## config.mk

```make
export PLATFORM = sky130hd
export DESIGN_NAME = fsk2_rx_frame_ctrl
export DESIGN_NICKNAME = d
export VERILOG_FILES = /design/src/rtl/fsk2_pkg.sv /design/src/rtl/fsk2_bit_timer.sv /design/src/rtl/fsk2_rx_frame_ctrl.sv
export SDC_FILE = /design/constraint.sdc
export NUM_CORES = 1
export LEC_CHECK = 0
export ABC_AREA = 1
export BUFFER_PORTS_ARGS = -buffer_cell sky130_fd_sc_hd__buf_4
export CORE_ASPECT_RATIO = 0.75
export CORE_MARGIN = 5
export CORE_UTILIZATION = 60
export CTS_BUF_LIST = sky130_fd_sc_hd__clkbuf_8
export CTS_CLUSTER_DIAMETER = 50
export DETAILED_ROUTE_END_ITERATION = 12
export GPL_TIMING_DRIVEN = 0
export PLACE_DENSITY = 0.79
export SYNTH_ARGS = -nofsm -noshare
export SYNTH_HDL_FRONTEND = slang
export SYNTH_SLANG_ARGS = --single-unit
```

## constraint.sdc

```tcl
create_clock -name sys_clk -period 4.45 [get_ports sys_clk]
set_clock_uncertainty 0.05 [all_clocks]
set_input_delay 0 -clock sys_clk [delete_from_list [all_inputs] [get_ports sys_clk]]
set_output_delay 0 -clock sys_clk [all_outputs]
set_load 0.05 [all_outputs]
```

## src/rtl/fsk2_pkg.sv

```systemverilog
// Shared definitions for the 2FSK receive path: state encoding, sync word and
// timing defaults used by both the frame controller and the slicer.
package fsk2_pkg;

  typedef enum logic [1:0] {
    ST_IDLE    = 2'd0,
    ST_DELAY   = 2'd1,
    ST_HUNT    = 2'd2,
    ST_PAYLOAD = 2'd3
  } state_t;

  localparam logic [7:0]  SYNC_WORD_DEF      = 8'hA5;
  localparam int unsigned DELAY_CNT_MAX_DEF  = 20;
  localparam int unsigned SAMPLE_CNT_MAX_DEF = 50;
  localparam int unsigned PAYLOAD_BYTES_DEF  = 4;
  localparam int unsigned HUNT_TIMEOUT_DEF   = 64;

endpackage

```

## src/rtl/fsk2_bit_timer.sv

```systemverilog
// Sample strobe generator: first strobe DELAY_CNT_MAX cycles after start,
// then one strobe every SAMPLE_CNT_MAX cycles while run is high.
module fsk2_bit_timer
  import fsk2_pkg::*;
#(
  parameter int unsigned DELAY_CNT_MAX  = DELAY_CNT_MAX_DEF,
  parameter int unsigned SAMPLE_CNT_MAX = SAMPLE_CNT_MAX_DEF
) (
  input  logic clk,
  input  logic rst_n,
  input  logic start,
  input  logic run,
  output logic sample_strobe
);

  localparam logic [7:0] DELAY_LAST  = 8'(DELAY_CNT_MAX);
  localparam logic [7:0] PERIOD_LAST = 8'(SAMPLE_CNT_MAX);

  logic [7:0] cnt;
  logic       settling;
  logic       at_last;

  // settling selects the one-off start delay; afterwards cnt measures bit periods
  assign at_last       = settling ? (cnt == DELAY_LAST) : (cnt == PERIOD_LAST);
  assign sample_strobe = run && !start && at_last;

  always_ff @(posedge clk or negedge rst_n) begin
    if (!rst_n) begin
      cnt      <= 8'd0;
      settling <= 1'b0;
    end else if (start) begin
      cnt      <= 8'd1;
      settling <= 1'b1;
    end else if (!run) begin
      cnt      <= 8'd0;
      settling <= 1'b0;
    end else if (sample_strobe) begin
      cnt      <= 8'd1;
      settling <= 1'b0;
    end else begin
      cnt <= cnt + 8'd1;
    end
  end

endmodule

```

## src/rtl/fsk2_rx_frame_ctrl.sv

```systemverilog
// 2FSK receive frame controller: settles after tx_flag, strobes the slicer once
// per bit, hunts for the sync word and assembles the payload into bytes.
module fsk2_rx_frame_ctrl
  import fsk2_pkg::*;
#(
  parameter int unsigned DELAY_CNT_MAX  = DELAY_CNT_MAX_DEF,
  parameter int unsigned SAMPLE_CNT_MAX = SAMPLE_CNT_MAX_DEF,
  parameter logic [7:0]  SYNC_WORD      = SYNC_WORD_DEF,
  parameter int unsigned PAYLOAD_BYTES  = PAYLOAD_BYTES_DEF,
  parameter int unsigned HUNT_TIMEOUT   = HUNT_TIMEOUT_DEF
) (
  input  logic       sys_clk,
  input  logic       sys_rst_n,
  input  logic       tx_flag,
  input  logic       bit_in,
  input  logic       bit_valid,
  output logic       sample_strobe,
  output logic [7:0] byte_data,
  output logic       byte_valid,
  output logic       frame_done,
  output logic       sync_err,
  output logic       busy,
  output logic [1:0] fsm_state
);

  localparam logic [9:0] HUNT_LAST  = 10'(HUNT_TIMEOUT);
  localparam logic [7:0] BYTES_LAST = 8'(PAYLOAD_BYTES);

  state_t     state;
  logic [6:0] shift_reg;
  logic [2:0] bit_cnt;
  logic [7:0] byte_cnt;
  logic [9:0] hunt_cnt;
  logic [7:0] window;
  logic [9:0] hunt_next;
  logic [7:0] byte_next;
  logic       timer_run;

  // Only the last 7 bits are stored; the 8-bit window includes the bit arriving now.
  assign window    = {shift_reg, bit_in};
  assign hunt_next = hunt_cnt + 10'd1;
  assign byte_next = byte_cnt + 8'd1;
  assign timer_run = (state != ST_IDLE);
  assign busy      = (state != ST_IDLE);
  assign fsm_state = state;

  fsk2_bit_timer #(
    .DELAY_CNT_MAX  (DELAY_CNT_MAX),
    .SAMPLE_CNT_MAX (SAMPLE_CNT_MAX)
  ) u_bit_timer (
    .clk           (sys_clk),
    .rst_n         (sys_rst_n),
    .start         (tx_flag),
    .run           (timer_run),
    .sample_strobe (sample_strobe)
  );

  // byte_valid is a one-cycle pulse with no backpressure: byte_data is valid in
  // that cycle and then holds until the next completed byte.
  always_ff @(posedge sys_clk or negedge sys_rst_n) begin
    if (!sys_rst_n) begin
      state      <= ST_IDLE;
      shift_reg  <= 7'd0;
      bit_cnt    <= 3'd0;
      byte_cnt   <= 8'd0;
      hunt_cnt   <= 10'd0;
      byte_data  <= 8'h00;
      byte_valid <= 1'b0;
      frame_done <= 1'b0;
      sync_err   <= 1'b0;
    end else begin
      byte_valid <= 1'b0;
      frame_done <= 1'b0;
      sync_err   <= 1'b0;
      if (tx_flag) begin
        state     <= ST_DELAY;
        shift_reg <= 7'd0;
        bit_cnt   <= 3'd0;
        byte_cnt  <= 8'd0;
        hunt_cnt  <= 10'd0;
      end else begin
        case (state)
          ST_IDLE: begin
          end
          ST_DELAY: begin
            if (sample_strobe) begin
              state    <= ST_HUNT;
              hunt_cnt <= 10'd0;
            end
          end
          ST_HUNT: begin
            if (bit_valid) begin
              shift_reg <= window[6:0];
              hunt_cnt  <= hunt_next;
              if (hunt_next >= 10'd8 && window == SYNC_WORD) begin
                state    <= ST_PAYLOAD;
                bit_cnt  <= 3'd0;
                byte_cnt <= 8'd0;
              end else if (hunt_next == HUNT_LAST) begin
                sync_err <= 1'b1;
                state    <= ST_IDLE;
              end
            end
          end
          ST_PAYLOAD: begin
            if (bit_valid) begin
              shift_reg <= window[6:0];
              bit_cnt   <= bit_cnt + 3'd1;
              if (bit_cnt == 3'd7) begin
                byte_data  <= window;
                byte_valid <= 1'b1;
                byte_cnt   <= byte_next;
                if (byte_next == BYTES_LAST) begin
                  frame_done <= 1'b1;
                  state      <= ST_IDLE;
                end
              end
            end
          end
          default: state <= ST_IDLE;
        endcase
      end
    end
  end

endmodule

```

* After elaboration in Yosys (flattened, before gate mapping)
Cells that the tools add are included.
Word-level totals: flip-flop bits (word level) 50, bits in latches 0, RAM bits 0, memory bits (read-only) 0, bits of input ports 5, output and inout port bits 15, memories kept 0
Cells by class: add/subtract/negate cells 4, multipliers 0, divide/modulo/power cells 0, magnitude comparators 1, equal/unequal tests 17, shifts and indexed selects 0, multiplexer cells 48, bitwise operators 1, reductions and logical operators 17
Operators by type and width (count):
- $mux 8 | 8
- $mux 10 | 3
- $mux 7 | 3
- $ne 3x3->1 const B | 7
- $pmux 10 s2 | 1
- $mux 1 | 18
- $add 8x1->8 const B | 2
- $mux 2 | 8
- $pmux 8 s2 | 1
- $mux 3 | 4
- $add 10x1->10 const B | 1
- $eq 10x7->1 const B | 1
- $ge 10x4->1 const B | 1
- $eq 8x3->1 const B | 1
- $eq 8x5->1 const B | 1
- $eq 8x6->1 const B | 1
- $eq 8x8->1 const B | 1
- $reduce_and 4->1 | 2
- $reduce_and 7->1 | 1
- $pmux 2 s3 | 1
- $pmux 3 s2 | 1
- $reduce_bool 2->1 | 3
- $reduce_bool 3->1 | 2
- $reduce_and 5->1 | 1
- other kinds (12) | 15

* Logic depth before layout (Yosys ltp)
depth after elaboration 7, depth in mapped cells 14, gate-level depth less buffers 14

* Cells and area by module
From an unflattened synthesis, not the netlist that was laid out.
Second synthesis, totals: cells, all modules 352, area total of the unflattened synthesis 2811.4 um^2
Modules (own cells, without submodules):
- fsk2_rx_frame_ctrl | times used 1, cells each 286, area an instance 2309.7 um^2, seq. area each 1026.0 um^2
- fsk2_bit_timer | times used 1, cells each 66, area an instance 501.7 um^2, seq. area each 225.2 um^2

* Worst setup path before layout
No wires, ideal clock.
kind reg-to-reg, start point register state[0], in the netlist fsm_state[0], end point register hunt_cnt[9], setup time 83 ps, arrival time 1925 ps, path slack 2393 ps, stages on the path, launching flop included 13, buffers on the path 1, cell sequence dfrtp_1 -> inv_1 -> ha_1 -> nor2_1 -> nand3_1 -> nor2_1 -> nand3_1 -> nand3_1 -> nand2_1 -> nor2_2 -> buf_4 -> nand3_1 -> o21ai_0
On the way: word-level cells in the longest chain between the ends 5, elaborated cells between the ends (all ways) 11, those cells by class eq/ne: 4; mux: 2; reduce/logical: 5
Ends and longest elaborated chain:
- from (decl) | line fsk2_rx_frame_ctrl.sv:29 | state_t state;
- from (signal assigned) | line fsk2_rx_frame_ctrl.sv:62 | state <= ST_IDLE;
- from (signal assigned) | line fsk2_rx_frame_ctrl.sv:76 | state <= ST_DELAY;
- from (signal assigned) | line fsk2_rx_frame_ctrl.sv:87 | state <= ST_HUNT;
- $reduce_bool 2->1 | line fsk2_rx_frame_ctrl.sv:43 | assign timer_run = (state != ST_IDLE);
- $logic_and 1x1->1 (2 in series) | line fsk2_bit_timer.sv:25 | assign sample_strobe = run && !start && at_last;
- $ne 3x3->1 (no source line)
- $reduce_and 3->1 (no source line)
- to (signal assigned) | line fsk2_rx_frame_ctrl.sv:94 | hunt_cnt <= hunt_next;
- to (decl) | line fsk2_rx_frame_ctrl.sv:33 | logic [9:0] hunt_cnt;
Several ways; a longest one is shown, not always the timed one. A chain may end at the register's enable or synchronous reset.

* Worst setup path in the final report
start point register state[0], in the netlist fsm_state[0], end point register byte_cnt[6]
On the way: word-level cells in the longest chain between the ends 3, elaborated cells between the ends (all ways) 10, those cells by class eq/ne: 6; mux: 2; reduce/logical: 2
Ends and longest elaborated chain:
- $eq 2x2->1 | line fsk2_rx_frame_ctrl.sv:82 | case (state)
- $ne 3x3->1 (no source line) (tied with other cells)
- $reduce_and 5->1 (no source line) / $mux 8 (equally long branches)
- to (signal assigned) | line fsk2_rx_frame_ctrl.sv:112 | byte_cnt <= byte_next;
- to (decl) | line fsk2_rx_frame_ctrl.sv:32 | logic [7:0] byte_cnt;
Several ways; a longest one is shown, not always the timed one.

==> results.toml <==
[floorplan]
coreArea_um2 = 4470
io_pins = 20
rows = 21
die_h_um = 68.8
initial_core_util_pct = 61.9
die_w_um = 88.4
dieArea_um2 = 6080

[global_routing]
grt_pass1_wl_um = 9750
met1_usage_pct = 30.3
grt_pass1_vias = 2125
grt_overflow = 0
grt_max_degree = 51
grtUsageMet2_pct = 31.7
antenna_found_initial = 0
globalRouteMet3Util_pct = 4.28
busiest_layer = "met2"
grt_usage_pct = 20.8

[synth]
synthXorXnorAreaFrac_pct = 1.90
syn_nets = 357
yosys_warnings = 0
async_flop_share_pct = 100
synth_seq_cells = 50
syn_area_um2 = 2770
synth.area.mux_share_pct = 0
synth_compound_area_share_pct = 8.28
synthAdderAreaFrac_pct = 4.52
synthFlopType = "dfrtp_1"
synth_cells = 342
synth_area_per_cell_um2 = 8.09
synth_edf_count = 0
synth-simple-area-share_pct = 32.4
yosysUniqueCellTypes = 33
synth_top_family_by_area = "simple AND/OR/NAND/NOR gates"
yosysSeqAreaShare_pct = 45.2

[critical_path]
critPathLaunch = "fsm_state[0]$_DFFE_PN0P_"
worstReg2RegStart = "fsm_state[0]$_DFFE_PN0P_"
r2r_setup_slack_ns = 2.30
worstSetupStartpointType = "flip-flop"
critPathKind = "flip-flop to flip-flop"
critPathMaxFanout = 10
end_kind = "flip-flop"
crit_required_ns = 4.65
critPathArrivalTime_ns = 2.35

[power]
total_power_mw = 1.24
p_per_area_nw_per_um2 = 397
ir_worst_vdd_mv = 0.402
p_leak_nw = 1.52

[clock_network]
cts-buffers-inserted = 5
htreeDepth = 2
cts_setup_buffers = 0
clk_latency_ns = 0.31
clock_sinks = 50
clkTransAtPathRegs_ns = 0.10
cts_resized = 0
cts_tree = "done"
clk_path_buf_depth = 2
cts_root_buffer = "clkbuf_8"

[place]
portBuffers = 18
dp_hpwl_um = 4000
gp_congestion = 0.881
dp_cells = 417
placed_area_um2 = 2970

[status]
outcome = "finished, final reports clean"

[timing]
max_slew_margin_pct = 57.7
finalHoldViolCount = 0
period_share_pct = 48.3
worstMarginPinSlew_ns = 0.634
tns_ns = 0
setup_viol = 0
final_max_slew_viol_count = 0
layout_min_cycle_time_ns = 2.15
grt_setup_unrepaired = "no"
max_freq_mhz = 466

[cells_and_area]
num_antenna_cells = 0
final_common_cell = "nand2_1"
final_cell_mix = "83 x nand2_1, 50 x dfrtp_1, 46 x inv_1"
area_growth_pct = 13.1
nets = 386
largest_reg_flops = 10
regMostFlops = "hunt_cnt"
final-instance-count-excl-fill = 429
drive_above_1_share_pct = 14.5
post-route-util_pct = 70.1
fin_area_um2 = 3130

[routing]
wl_um = 5540
viasPerCell = 5.38
vias = 2308
dr.pass1.iters = 4
post-route-drc-count = 0
wl_per_cell_um = 12.9
drt-initial-drc-count = 166
ant_nets = 0

[job]
cap_viol_max_count = 0

[min_path]
hold_class = "input port to asynchronous set/reset pin"
==> cell usage after synthesis, types with 2 or more instances <==
| library cell | instances | share of area, % |
|---|---|---|
| nor2_1 | 27 | 3.7 |
| nand2_2 | 5 | 1.1 |
| a21oi_1 | 4 | 0.72 |
| nand3_2 | 2 | 0.72 |
| xor2_1 | 5 | 1.6 |
| o21ai_0 | 21 | 3.8 |
| dfrtp_1 | 50 | 45 |
| nand3_1 | 27 | 4.9 |
| clkbuf_1 | 2 | 0.27 |
| nand2_1 | 83 | 11 |
| o22ai_1 | 10 | 2.3 |
| inv_1 | 46 | 6.2 |
| o21ai_2 | 3 | 0.95 |
| nand3b_1 | 3 | 0.81 |
| nor3_1 | 7 | 1.3 |
| nand4_1 | 13 | 2.9 |
| nor3b_1 | 3 | 0.81 |
| or2_2 | 2 | 0.45 |
| ha_1 | 10 | 4.5 |
| nand2_4 | 2 | 0.81 |
| nor2_2 | 5 | 1.1 |
==> metal layers <==
layer | vias to the layer above | wire length (um)
met4 | 0 | 40
met3 | 4 | 267
met2 | 54 | 2440
met1 | 1078 | 2790
met5 | - | 0
li1 | 1172 | -
==> power breakdown <==
part	switching (mW)	internal (mW)
sequential	0.0345	0.486
combinational	0.273	0.117
clock	0.162	0.171
total	0.469	0.774
==> metrics by stage <==
step	hold slack, ns	setup WS [ns]
2_1_floorplan	-0.346	2.39
3_3_place_gp	0.0138	2.39
3_5_place_dp	0.0138	2.41
4_1_cts	0.219	2.34
5_1_grt	0.279	2.15
6_report	0.191	2.30
==> what timing repair did <==
action,CTS,global route
setup endpoints to repair,0,0
hold buffers,4,0
endpoints found under the hold margin,56,0
==> final timing paths <==
check | to | depth (start not counted)
max reg2reg | byte_cnt[6]$_DFFE_PN0P_ | 7
max | byte_cnt[6]$_DFFE_PN0P_ | 7
min reg2reg | byte_data[0]$_DFFE_PN0P_ | 2
min | u_bit_timer.cnt[3]$_DFF_PN0_ | 2
min in group sys_clk | byte_data[0]$_DFFE_PN0P_ | 2
max in group asynchronous | hunt_cnt[7]$_DFFE_PN0P_ | 2
==> critical path, stage by stage (launching register included) <==
cell	delay, ns
dfrtp_1	0.44
inv_1	0.10
ha_1	0.26
nor3_1	0.10
a21oi_2	0.42
clkbuf_1	0.44
nand4_1	0.17
nand2_1	0.10
==> logic make-up after synthesis <==
| group | Yosys count |
|---|---|
| AO/OA/AOI/OAI | 40 |
| XOR/XNOR | 6 |
| adder cells (fa/ha/maj) | 10 |
| buffers and inverters | 53 |
| flip-flops | 50 |
| AND/OR/NAND/NOR | 183 |
==> final cells by class <==
type	count	area (um^2)
clock buffer	5	68.8
buffer	5	30.0
clock inverter	3	47.5
fill	347	1340
inverter	48	183
multi-input combinational	239	1300
tap	57	71.3
sequential	50	1250
timing repair buffer	22	175
Note: power is estimated with default switching activity, not from simulation.
